<file path="src/rtl/qformat_pkg.sv">
// Shared fixed-point format defaults and the dot-product sequencer state type.
// DEF_DATA_W/DEF_FRAC_W describe signed Q1.7 operands and results.
// DEF_ACC_W is chosen so a full-length run of full-scale products cannot wrap.
package qformat_pkg;

    localparam int DEF_DATA_W = 8;
    localparam int DEF_FRAC_W = 7;
    localparam int DEF_LEN_W  = 8;
    localparam int DEF_ACC_W  = 24;

    typedef enum logic [1:0] {
        S_IDLE  = 2'd0,
        S_RUN   = 2'd1,
        S_ROUND = 2'd2,
        S_DONE  = 2'd3
    } qdot_state_t;

endpackage

</file>
<file path="src/rtl/qdot_sequencer_if.sv">
// Handshake bundle between a dot-product client and qdot_sequencer.
//   master (client)    : drives start/len, operand stream, out_ready
//   slave  (sequencer) : drives in_ready, out_valid/out_data/out_sat, busy
interface qdot_sequencer_if #(
    parameter int DATA_W = qformat_pkg::DEF_DATA_W,
    parameter int LEN_W  = qformat_pkg::DEF_LEN_W
);
    logic                     start;
    logic        [LEN_W-1:0]  len;
    logic                     in_valid;
    logic                     in_ready;
    logic signed [DATA_W-1:0] in_a;
    logic signed [DATA_W-1:0] in_b;
    logic                     out_valid;
    logic                     out_ready;
    logic signed [DATA_W-1:0] out_data;
    logic                     out_sat;
    logic                     busy;

    modport master (
        output start, len, in_valid, in_a, in_b, out_ready,
        input  in_ready, out_valid, out_data, out_sat, busy
    );

    modport slave (
        input  start, len, in_valid, in_a, in_b, out_ready,
        output in_ready, out_valid, out_data, out_sat, busy
    );
endinterface

</file>
<file path="src/rtl/qformat_requant.sv">
// Combinational requantiser: wide signed accumulator (FRAC_W*2 fractional
// bits) -> DATA_W signed result with FRAC_W fractional bits.
// Rounds half-up (add half an output LSB, then arithmetic shift) and
// saturates to the DATA_W signed range.
//   acc : signed accumulator input
//   res : rounded, saturated result
//   sat : high when res was clamped
module qformat_requant
    import qformat_pkg::*;
#(
    parameter int ACC_W  = DEF_ACC_W,
    parameter int DATA_W = DEF_DATA_W,
    parameter int FRAC_W = DEF_FRAC_W
) (
    input  logic signed [ACC_W-1:0]  acc,
    output logic signed [DATA_W-1:0] res,
    output logic                     sat
);
    // One extra bit so adding the rounding constant cannot overflow.
    localparam int SUM_W = ACC_W + 1;
    localparam logic signed [SUM_W-1:0] HALF  = SUM_W'(1) << (FRAC_W - 1);
    localparam logic signed [SUM_W-1:0] MAX_V = {{(SUM_W-DATA_W+1){1'b0}}, {(DATA_W-1){1'b1}}};
    localparam logic signed [SUM_W-1:0] MIN_V = ~MAX_V;

    logic signed [SUM_W-1:0] rounded;
    logic signed [SUM_W-1:0] shifted;

    assign rounded = {acc[ACC_W-1], acc} + HALF;
    assign shifted = rounded >>> FRAC_W;

    always_comb begin
        res = shifted[DATA_W-1:0];
        sat = 1'b0;
        if (shifted > MAX_V) begin
            res = MAX_V[DATA_W-1:0];
            sat = 1'b1;
        end else if (shifted < MIN_V) begin
            res = MIN_V[DATA_W-1:0];
            sat = 1'b1;
        end
    end
endmodule

</file>
<file path="src/rtl/qdot_sequencer.sv">
// Signed Q1.7 dot-product sequencer. A start with len operand pairs
// accumulates in_a*in_b over len accepted beats, requantises the sum and
// presents it on out_data until the consumer accepts it.
//   clk   : sole clock
//   reset : synchronous, active-high
//   bus   : slave side of qdot_sequencer_if (start/len, operand stream,
//           result handshake, busy)
//
// state   | meaning
// --------+-----------------------------------------------------------
// S_IDLE  | waiting for start; acc cleared and len loaded on start
// S_RUN   | accepting operand pairs, counter counts beats down to 0
// S_ROUND | one cycle: requantised acc registered into out_data/out_sat
// S_DONE  | result valid and held until out_valid&out_ready
module qdot_sequencer
    import qformat_pkg::*;
#(
    parameter int DATA_W = DEF_DATA_W,
    parameter int FRAC_W = DEF_FRAC_W,
    parameter int LEN_W  = DEF_LEN_W,
    parameter int ACC_W  = DEF_ACC_W
) (
    input  logic              clk,
    input  logic              reset,
    qdot_sequencer_if.slave   bus
);
    qdot_state_t state, state_nx;

    logic signed [ACC_W-1:0]    acc;
    logic        [LEN_W-1:0]    cnt;
    logic signed [DATA_W-1:0]   res_q;
    logic                       sat_q;
    logic signed [DATA_W-1:0]   rq_res;
    logic                       rq_sat;
    logic signed [2*DATA_W-1:0] a_ext;
    logic signed [2*DATA_W-1:0] b_ext;
    logic signed [2*DATA_W-1:0] prod;
    logic signed [ACC_W-1:0]    prod_ext;
    logic                       beat;
    logic                       last_beat;

    // Full-width signed product from a single multiplier.
    assign a_ext    = {{DATA_W{bus.in_a[DATA_W-1]}}, bus.in_a};
    assign b_ext    = {{DATA_W{bus.in_b[DATA_W-1]}}, bus.in_b};
    assign prod     = a_ext * b_ext;
    assign prod_ext = {{(ACC_W-2*DATA_W){prod[2*DATA_W-1]}}, prod};

    assign beat      = (state == S_RUN) && bus.in_valid;
    assign last_beat = beat && (cnt == LEN_W'(1));

    always_ff @(posedge clk) begin
        if (reset) state <= S_IDLE;
        else       state <= state_nx;
    end

    always_comb begin
        state_nx = state;
        case (state)
            S_IDLE: begin
                if (bus.start) state_nx = (bus.len != '0) ? S_RUN : S_ROUND;
            end
            S_RUN: begin
                if (last_beat) state_nx = S_ROUND;
            end
            S_ROUND: state_nx = S_DONE;
            S_DONE: begin
                if (bus.out_ready) state_nx = S_IDLE;
            end
            default: state_nx = S_IDLE;
        endcase
    end

    always_ff @(posedge clk) begin
        if (reset) begin
            acc   <= '0;
            cnt   <= '0;
            res_q <= '0;
            sat_q <= 1'b0;
        end else begin
            case (state)
                S_IDLE: begin
                    if (bus.start) begin
                        acc <= '0;
                        cnt <= bus.len;
                    end
                end
                S_RUN: begin
                    if (beat) begin
                        acc <= acc + prod_ext;
                        cnt <= cnt - LEN_W'(1);
                    end
                end
                S_ROUND: begin
                    res_q <= rq_res;
                    sat_q <= rq_sat;
                end
                default: ;
            endcase
        end
    end

    qformat_requant #(
        .ACC_W  (ACC_W),
        .DATA_W (DATA_W),
        .FRAC_W (FRAC_W)
    ) u_requant (
        .acc (acc),
        .res (rq_res),
        .sat (rq_sat)
    );

    assign bus.in_ready  = (state == S_RUN);
    assign bus.out_valid = (state == S_DONE);
    assign bus.busy      = (state != S_IDLE);
    assign bus.out_data  = res_q;
    assign bus.out_sat   = sat_q;
endmodule

</file>
<file path="src/flat_wrapper.sv">
// flat-port wrapper written by rule: the top's interface ports become plain ports
module qdot_sequencer_flat import qformat_pkg::*;
#(
    parameter int DATA_W = DEF_DATA_W,
    parameter int FRAC_W = DEF_FRAC_W,
    parameter int LEN_W  = DEF_LEN_W,
    parameter int ACC_W  = DEF_ACC_W
)
  (clk, reset, bus_start, bus_len, bus_in_valid, bus_in_a, bus_in_b, bus_out_ready, bus_in_ready, bus_out_valid, bus_out_data, bus_out_sat, bus_busy);
  qdot_sequencer_if #(.DATA_W(DATA_W), .LEN_W(LEN_W)) bus_i ();
  input  logic clk;
  input  logic reset;
  input wire logic [$bits(bus_i.start)-1:0] bus_start;
  input wire logic [$bits(bus_i.len)-1:0] bus_len;
  input wire logic [$bits(bus_i.in_valid)-1:0] bus_in_valid;
  input wire logic [$bits(bus_i.in_a)-1:0] bus_in_a;
  input wire logic [$bits(bus_i.in_b)-1:0] bus_in_b;
  input wire logic [$bits(bus_i.out_ready)-1:0] bus_out_ready;
  output wire logic [$bits(bus_i.in_ready)-1:0] bus_in_ready;
  output wire logic [$bits(bus_i.out_valid)-1:0] bus_out_valid;
  output wire logic [$bits(bus_i.out_data)-1:0] bus_out_data;
  output wire logic [$bits(bus_i.out_sat)-1:0] bus_out_sat;
  output wire logic [$bits(bus_i.busy)-1:0] bus_busy;
  assign bus_i.start = bus_start;
  assign bus_i.len = bus_len;
  assign bus_i.in_valid = bus_in_valid;
  assign bus_i.in_a = bus_in_a;
  assign bus_i.in_b = bus_in_b;
  assign bus_i.out_ready = bus_out_ready;
  assign bus_in_ready = bus_i.in_ready;
  assign bus_out_valid = bus_i.out_valid;
  assign bus_out_data = bus_i.out_data;
  assign bus_out_sat = bus_i.out_sat;
  assign bus_busy = bus_i.busy;
  qdot_sequencer #(.DATA_W(DATA_W), .FRAC_W(FRAC_W), .LEN_W(LEN_W), .ACC_W(ACC_W)) u_core (.clk(clk), .reset(reset), .bus(bus_i));
endmodule
</file>
<file path="config.mk">
export PLATFORM = sky130hd
export DESIGN_NAME = qdot_sequencer_flat
export DESIGN_NICKNAME = d
export VERILOG_FILES = /design/src/rtl/qformat_pkg.sv /design/src/rtl/qdot_sequencer_if.sv /design/src/rtl/qformat_requant.sv /design/src/rtl/qdot_sequencer.sv /design/src/flat_wrapper.sv
export SDC_FILE = /design/constraint.sdc
export NUM_CORES = 1
export LEC_CHECK = 0
export ABC_AREA = 1
export ABC_CLOCK_PERIOD_IN_PS = 10600
export CORE_AREA = 2 2 118 120
export CTS_BUF_LIST = sky130_fd_sc_hd__clkbuf_16
export CTS_CLUSTER_DIAMETER = 120
export CTS_CLUSTER_SIZE = 20
export DETAILED_ROUTE_END_ITERATION = 12
export DIE_AREA = 0 0 120 122
export PLACE_DENSITY = 0.72
export SETUP_SLACK_MARGIN = 0.4
export SLEW_MARGIN = 40
export SYNTH_ARGS = -nofsm -noshare
export SYNTH_HDL_FRONTEND = slang
export SYNTH_HIERARCHICAL = 1
export SYNTH_SLANG_ARGS = --single-unit
</file>
<file path="constraint.sdc">
create_clock -name clk -period 10.6 [get_ports clk]
set_input_delay 1.06 -clock clk [delete_from_list [all_inputs] [get_ports clk]]
set_output_delay 1.06 -clock clk [all_outputs]
set_load 0.05 [all_outputs]
</file>
==> flow_summary.ini <==
[grt]
grt_usage = 0.232
grt_pass1_vias = 5896
grt_max_degree = 32
antenna_found_initial = 0
grt_pass1_wl_um = 27600
grt.overflow.total = 0

[clock_network]
clockBufferDepth = 2
tritoncts = built
post_cts_buffers = 0
h-tree-depth = 2
cts_sinks = 43
clk_pin_slew_ns = 0.07
cts_buffers = 5
clk_latency_ns = 0.29
hold_buffers = 0
cts-root-buf = clkbuf_16
cts_resized = 0

[route]
num_vias = 5950
drt_first_pass_iters = 6
drcViolationCount = 0
viasPerCell = 5.06
wl_per_cell_um = 13.4
route.antenna.remaining_nets = 0
drt_wl_total_um = 15800
drtIter0Drc = 348

[flow_run]
cap_violations = 0

[placement]
hpwlAfterDp_um = 13100
gp_congestion = 0.967
port_buffers = 40
pre_cts_ws_ns = 4.19

[sta]
drv_slew = 0
fin_hold_ws_ns = 0.471
fin_crit_sh = 0.598
min_period_ns = 6.34
fin_skew_ns = 0.0100
worst_slew_pin_slew_ns = 0.796
setup_viol = 0
relSlewSlack = 0.466
fin_tns_setup_ns = 0
layout_setup_ws_ns = 4.26
grt_setup_unrepaired = false
hold_viol = 0
max_clock_freq_ghz = 0.158

[setup_path]
cp_max_fo = 16
start_kind = input port
worstSetupPathType = input port to flop
arrival_ns = 6.55
end_kind = flop
critical_path_required_ns = 10.82

[synth]
ys_warn_count = 6
ys_seq_elements = 43
synthAdderAreaFrac = 0.402
ys_seq_area_frac = 0.121
syn_area_per_cell_um2 = 7.29
synth_compound_area_frac = 0.0831
muxShareOfSynthArea = 0
synth.top_cell.area_share = 0.293
yosys.area.top_type = fa_1
yosys.area_share.simple = 0.251
synth_nets = 1169
yosys-top-cells-area = fa_1 29%, nand2_1 13%, dfxtp_1 12%
synth_area_um2 = 7100
synth_top_family_by_area = adder cells
yosysUniqueCellTypes = 39
syn_inst = 974
synthXorXnorAreaFrac = 0.0148

[floorplan]
core_area_um2 = 13500
top_level_ports = 41
fp-row-count = 43
die_h_um = 122
dieArea_um2 = 14600
fp.dieW_um = 120
initial_utilization = 0.526

[layout]
drive_above_1_share = 0.0451
n_antenna_cell = 0
final_nets = 1191
synthToLayoutAreaGrowth_pct = 9.28

[min_path]
min_path_type = flop to flop

[outcome]
status = completed
-- worst paths after layout --
check                                 to  slack (ns)  depth (start not counted)                  startpoint
min           u_core/acc[3]$_SDFFE_PP0P_        0.47                          2  u_core/acc[3]$_SDFFE_PP0P_
min reg2reg   u_core/acc[3]$_SDFFE_PP0P_        0.47                          2  u_core/acc[3]$_SDFFE_PP0P_
max reg2reg  u_core/acc[14]$_SDFFE_PP0P_        5.97                         19  u_core/acc[6]$_SDFFE_PP0P_
max          u_core/acc[17]$_SDFFE_PP0P_        4.26                         20                 bus_in_b[0]
-- cells in the final DEF, fill, tap and decap left out, types with 13 or more instances in the layout --
cell,Yosys,final
dfxtp_1,43,43
nand3_1,44,44
nor2_1,69,69
fa_1,104,104
o21ai_0,35,35
a21oi_1,57,57
ha_1,62,62
clkdlybuf4s50_1,0,40
nand2_1,245,245
nand4_1,13,13
inv_1,204,202
-- metal layers --
layer / routed length, um / global-route usage / part of all wire
met5: 0 / 0 / 0
met4: 300 / 0.0566 / 0.019
met3: 523 / 0.0215 / 0.033
met2: 7910 / 0.413 / 0.50
met1: 7080 / 0.306 / 0.45
-- cell families (layout without fill, tap and decap cells) --
group	after synthesis	in the layout
adder cells (fa/ha/maj)	166	166
AO/OA/AOI/OAI	109	109
buffers and inverters	235	258
XOR/XNOR	12	12
AND/OR/NAND/NOR	409	409
flip-flops	43	43
-- critical path, cell delays in order --
cell             delay [ns]
clkdlybuf4s50_1        0.59
nand2_1                0.20
clkinv_1               0.64
fa_1                   0.78
inv_1                  0.05
fa_1                   0.49
inv_1                  0.05
fa_1                   0.46
fa_1                   0.49
ha_1                   0.31
ha_1                   0.36
nand2_1                0.13
inv_1                  0.05
a21oi_1                0.20
inv_1                  0.09
a21oi_1                0.21
nand2_1                0.07
nand2_1                0.06
nand3_1                0.08
a21oi_1                0.16
-- flip-flops by register name, summed over array words and instances, names as in the netlist --
register	count
u_core/acc	24
u_core/bus.out_data	8
u_core/bus.out_sat	1
u_core/cnt	8
u_core/state	2
-- cell usage after synthesis --
master    instances
a21oi_1          57
xor2_1            8
clkbuf_1         20
nor2_1           69
ha_1             62
buf_4             2
o22ai_1           1
inv_1           204
a211oi_2          2
xnor2_1           4
a31oi_1           2
nor3_1            2
a211oi_1          2
o21ai_2           1
nand2_1         245
buf_6             2
nor2_4            4
a32o_1            1
nand4_1          13
inv_2             2
nand3_2           1
buf_2             2
o211ai_1          1
o21ai_1           3
or2_2             4
nand2_4           5
clkinv_1          2
nand2_2           5
nor3b_1           1
and2_1            2
o21ai_0          35
nand3_1          44
nand3b_1          4
o21bai_1          4
nor2_2            9
dfxtp_1          43
fa_1            104
inv_4             1
nor3_4            1
-- layout make-up --
cell class	count	area [um^2]
multi-input combinational	696	5330
clock buffer	5	125
tap	180	225
inverter	209	787
sequential	43	861
clock inverter	3	23.8
timing repair buffer	41	408
fill	1306	5740
-- stage by stage --
stage / area, um^2 / util / std cells
floorplan: 7100 / - / 974
global placement: 7610 / 0.564 / 1169
detailed placement: 7610 / 0.564 / 1169
CTS: 7760 / 0.575 / 1177
finish: 7760 / 0.575 / 1177
global route: 7760 / 0.575 / 1177
Power is not shown: default switching activity piles up to over one toggle a cycle in this logic, so the estimate is an artifact.
